## src/rtl/kp_scanner.sv

```systemverilog
// Matrix keypad scanner: walks one low column across the keypad, debounces press/release, reports a key code.
// Optional auto-repeat of key_press while held is built only when KP_REPEAT_EN is defined.
module kp_scanner #(
    parameter int NROWS           = 4,
    parameter int NCOLS           = 4,
    parameter int SETTLE_CYCLES   = 2,
    parameter int DEBOUNCE_CYCLES = 4,
    parameter int REPEAT_DELAY    = 500,
    parameter int REPEAT_PERIOD   = 100
) (
    input  logic                             clk,
    input  logic                             reset_n,
    input  logic [NROWS-1:0]                 kpr,
    output logic [NCOLS-1:0]                 kpc,
    output logic [$clog2(NROWS*NCOLS)-1:0]   key_code,
    output logic                             key_valid,
    output logic                             key_press,
    output logic                             key_release
);
    localparam int CODE_W = $clog2(NROWS*NCOLS);
    localparam int ROW_W  = $clog2(NROWS);
    localparam int COL_W  = $clog2(NCOLS);
    localparam int SET_W  = $clog2(SETTLE_CYCLES + 1);
    localparam int DB_W   = $clog2(DEBOUNCE_CYCLES + 1);

    localparam logic [COL_W-1:0] COL_LAST = COL_W'(NCOLS - 1);
    localparam logic [SET_W-1:0] SET_LAST = SET_W'(SETTLE_CYCLES - 1);
    localparam logic [DB_W-1:0]  DB_LAST  = DB_W'(DEBOUNCE_CYCLES - 1);

    if (NROWS < 2 || NROWS > 8 || NCOLS < 2 || NCOLS > 8 || SETTLE_CYCLES < 1 ||
        DEBOUNCE_CYCLES < 1 || REPEAT_DELAY < 1 || REPEAT_PERIOD < 1) begin : g_param_check
        $error("kp_scanner: parameter out of range");
    end

    typedef enum logic [1:0] {SCAN, DEBOUNCE, HELD} state_t;

    state_t           state;
    logic [COL_W-1:0] col;
    logic [COL_W-1:0] next_col;
    logic [ROW_W-1:0] row;
    logic [SET_W-1:0] settle_cnt;
    logic [DB_W-1:0]  db_cnt;

`ifdef KP_REPEAT_EN
    localparam int REP_W = $clog2(((REPEAT_DELAY > REPEAT_PERIOD) ? REPEAT_DELAY : REPEAT_PERIOD) + 1);
    localparam logic [REP_W-1:0] REP_FIRST = REP_W'(REPEAT_DELAY - 1);
    localparam logic [REP_W-1:0] REP_NEXT  = REP_W'(REPEAT_PERIOD - 1);
    logic [REP_W-1:0] rep_cnt;
    logic             rep_first;
`endif

    // Lowest-index low row wins when several rows are pulled down at once.
    function automatic logic [ROW_W-1:0] lowest_low(input logic [NROWS-1:0] rows);
        lowest_low = '0;
        for (int i = NROWS - 1; i >= 0; i--)
            if (!rows[i]) lowest_low = ROW_W'(i);
    endfunction

    function automatic logic [NCOLS-1:0] col_drive(input logic [COL_W-1:0] c);
        col_drive    = '1;
        col_drive[c] = 1'b0;
    endfunction

    always_comb begin
        next_col = (col == COL_LAST) ? '0 : col + 1'b1;
    end

    always_ff @(posedge clk) begin
        if (!reset_n) begin
            state       <= SCAN;
            col         <= '0;
            kpc         <= col_drive('0);
            row         <= '0;
            settle_cnt  <= '0;
            db_cnt      <= '0;
            key_code    <= '0;
            key_valid   <= 1'b0;
            key_press   <= 1'b0;
            key_release <= 1'b0;
`ifdef KP_REPEAT_EN
            rep_cnt     <= '0;
            rep_first   <= 1'b1;
`endif
        end else begin
            key_press   <= 1'b0;
            key_release <= 1'b0;
            case (state)
                SCAN: begin
                    if (settle_cnt == SET_LAST) begin
                        settle_cnt <= '0;
                        if (&kpr) begin
                            col <= next_col;
                            kpc <= col_drive(next_col);
                        end else begin
                            row    <= lowest_low(kpr);
                            db_cnt <= '0;
                            state  <= DEBOUNCE;
                        end
                    end else begin
                        settle_cnt <= settle_cnt + 1'b1;
                    end
                end
                DEBOUNCE: begin
                    // A bounce drops back to the same column so the key is re-tried immediately.
                    if (kpr[row]) begin
                        db_cnt     <= '0;
                        settle_cnt <= '0;
                        state      <= SCAN;
                    end else if (db_cnt == DB_LAST) begin
                        key_code  <= CODE_W'(int'(row) * NCOLS + int'(col));
                        key_valid <= 1'b1;
                        key_press <= 1'b1;
                        db_cnt    <= '0;
                        state     <= HELD;
`ifdef KP_REPEAT_EN
                        rep_cnt   <= '0;
                        rep_first <= 1'b1;
`endif
                    end else begin
                        db_cnt <= db_cnt + 1'b1;
                    end
                end
                HELD: begin
                    if (kpr[row]) begin
                        if (db_cnt == DB_LAST) begin
                            key_valid   <= 1'b0;
                            key_release <= 1'b1;
                            db_cnt      <= '0;
                            settle_cnt  <= '0;
                            col         <= next_col;
                            kpc         <= col_drive(next_col);
                            state       <= SCAN;
                        end else begin
                            db_cnt <= db_cnt + 1'b1;
                        end
                    end else begin
                        db_cnt <= '0;
                    end
`ifdef KP_REPEAT_EN
                    // Repeats fire only on low cycles, so they can never coincide with a release.
                    if (db_cnt != '0 || kpr[row]) begin
                        rep_cnt <= '0;
                    end else if (rep_cnt == (rep_first ? REP_FIRST : REP_NEXT)) begin
                        key_press <= 1'b1;
                        rep_cnt   <= '0;
                        rep_first <= 1'b0;
                    end else begin
                        rep_cnt <= rep_cnt + 1'b1;
                    end
`endif
                end
                default: state <= SCAN;
            endcase
        end
    end
endmodule

```

## config.mk

```make
export PLATFORM = sky130hd
export DESIGN_NAME = kp_scanner
export DESIGN_NICKNAME = d
export VERILOG_FILES = /design/src/rtl/kp_scanner.sv
export SDC_FILE = /design/constraint.sdc
export NUM_CORES = 1
export LEC_CHECK = 0
export CORE_MARGIN = 4
export CORE_UTILIZATION = 45
export DETAILED_ROUTE_END_ITERATION = 12
export GPL_ROUTABILITY_DRIVEN = 0
export PLACE_DENSITY = 0.72
export SYNTH_ARGS = -nofsm -noshare
export SYNTH_HDL_FRONTEND = slang
export SYNTH_SLANG_ARGS = --single-unit
```

## constraint.sdc

```tcl
create_clock -name clk -period 2.3 [get_ports clk]
set_clock_uncertainty 0.05 [all_clocks]
set_input_delay 0.46 -clock clk [delete_from_list [all_inputs] [get_ports clk]]
set_output_delay 0.46 -clock clk [all_outputs]
set_load 0.1 [all_outputs]
```

==> metrics <==
DR pass1 iterations=4; port bufs=16; Mapped Nets=between 100 and 150; worst hold slack=0.441 ns; sequential share of the synthesized area=between 30% and 40%; Detail Route Antenna Nets=0; post-cts resize count=0; top cells by area, synth=dfxtp_1 39%, ha_1 9.8%, mux2i_1 7.0%; gr usage total=15.3%; fmax=a little under 500 MHz; largest net degree at the start of global routing=14; CP Class=input port to flip-flop; max_cap viols=0; Crit-path slowest cell=mux4_2; vias in the first global route=1005; EDFF count, synth=0; setup repair after global routing missed its margin=false; Worst-Margin Slew=about 0.35 ns; Final Hold Fails=0; Max Slew Vio Count=0; area grow syn2layout=23.1%; Die Y=approximately 58 µm; Clk Latency, worst-skew pair=roughly 0.31 ns; Finished Core Util=a little under three fifths; minimum clock period=2.04 ns; setup TNS=0 ns; Top Metal Used=met4; hold path startpoint=settle_cnt[1]; Critical Path AT=2.21 ns; die width=between 50 and 60 µm; top cells by count, synth=22 x dfxtp_1, 10 x inv_1, 9 x ha_1; Synthesis Warnings=0; via/cell ratio=between 5 and 6; Slew headroom=roughly 76%; Max H-tree Level=1; via count=971; CP startpoint kind=input port; status=completed; Synth Register Bits=22; DP Wirelength=approximately 1900 µm; final setup violation count=0; Design Area, Final=0.00141 mm²; CP Max Fanout=7; Root Buffer=clkbuf_4; drt drc=0; Wirelength per Cell=13.7 µm; drt initial violations=31; met2 WL=roughly 1200 µm; leakage power=a little over 0.6 nW; crit share post-route=a little under 90%; first-pass GRT wire length=between 4000 and 5000 µm; clock buffer count from CTS=3; asr flop ratio synth=0%; total wire length=around 2400 µm; full die area=about 0.0034 mm²; worst path buffer plus inverter count=1; CTS tree=yes; total core area=around 0.0025 mm²; setup ws final=between 0.2 and 0.3 ns; diode count=0; Initial Utilization=46.6%; Setup Fix Bufs, Post-CTS=0; worst hold-check path type=flip-flop to flip-flop; crit-path cells=clkdlybuf4s50_1 -> mux4_2 -> nor3_4 -> nor2_1 -> a311oi_1; WP data required=approximately 2.5 ns; Top-Level Pins=17; antenna violations before repair=0; # rows=18; Nets=159; layout cells sized above 1=between 20% and 30%; Avg Inst Size Synth=~9.6 µm²; clk sink count=22; peak supply drop=between 0.5 and 0.6 mV; most common cell in the synthesized netlist=dfxtp_1; Critical R2R Launch=row[1]; Clock transition at path regs=0.12 ns; CTS Hold Bufs=0; M1 wire length=between 1000 and 1500 µm; global route overflow=0; Placed Area=around 0.0014 mm²; met3 wire length=146 µm; Crit. End Element=flip-flop; predominant post-synthesis flop cell=dfxtp_1; CP delay by family, top=multiplexers; P per Cell Area=about 800 mW/mm²; Yosys top cell by area=dfxtp_1; Critical Path Start=kpr[3]; CP max stage delay=around 0.6 ns; Cell variety after synth=38; clk buf depth=2; top-area cell type share of the netlist area=between 30% and 40%; Cell Area, Synth=around 0.0011 mm²; pre-CTS setup slack=-0.0507 ns; Post-Syn Instances=about 120
final cells by class:
class,count,area [µm²]
Clock inverter,1,30.0
Clock buffer,3,22.5
Inverter,10,37.5
Sequential cell,22,440
Tap cell,30,37.5
Timing Repair Buffer,23,185
Fill cell,215,1050
Multi-Input combinational cell,84,654
worst paths after layout:
| path | end | slack [ns] | cells after the start |
|---|---|---|---|
| max | key_valid | 0.26 | 5 |
| min | settle_cnt[1] | 0.44 | 1 |
| max reg2reg | key_valid | 0.43 | 4 |
| min reg2reg | settle_cnt[1] | 0.44 | 1 |
cell families (layout without fill, tap and decap cells):
logic type / Yosys count / in the layout / synth area share, %
simple gates: 36 / 36 / 18.9
compound gates: 30 / 30 / 19.5
mux: 9 / 9 / 8.97
buf+inv: 13 / 37 / 4.27
fa+ha+maj: 9 / 9 / 9.85
flops: 22 / 22 / 38.5
metal layers:
metal	vias up	track usage, %
met4	0	5.63
met3	4	3.73
met2	24	27.8
met1	465	17.2
met5	-	0
li1	478	-
power breakdown:
group | total [W] | internal (W) | switching, W
Combinational | 0.000392 | 0.000158 | 0.000234
Clock | 0.000294 | 0.000176 | 0.000118
Sequential | 0.000449 | 0.000416 | 0.0000324
registers in the layout, indices dropped and copies added (netlist names):
| signal | cells |
|---|---|
| kpc | 4 |
| key_release | 1 |
| key_code | 4 |
| settle_cnt | 2 |
| key_press | 1 |
| row | 2 |
| db_cnt | 3 |
| state | 2 |
| col | 2 |
| key_valid | 1 |
per-stage QoR:
| stage | power [W] | cells |
|---|---|---|
| 3_5_place_dp | 0.000846 | 169 |
| 6_report | 0.00113 | 173 |
| 3_3_place_gp | 0.000831 | 169 |
| 2_1_floorplan | 0.000754 | 119 |
| 4_1_cts | 0.00114 | 173 |
| 5_1_grt | 0.00120 | 173 |
cells in the final DEF (no fill, tap or decap), types with 2 or more instances in the layout:
master / count
nor3b_1: 3
inv_1: 10
mux2i_1: 8
and3_1: 4
nor2_1: 5
o21ai_1: 4
o21ai_0: 2
o211a_1: 3
nor2b_1: 5
ha_1: 9
dfxtp_1: 22
nand3_1: 2
nand2_1: 8
a21oi_1: 6
o22ai_1: 2
clkdlybuf4s50_1: 5
a32o_1: 2
clkbuf_4: 3
buf_4: 18
(Power assumes the default switching activity.)
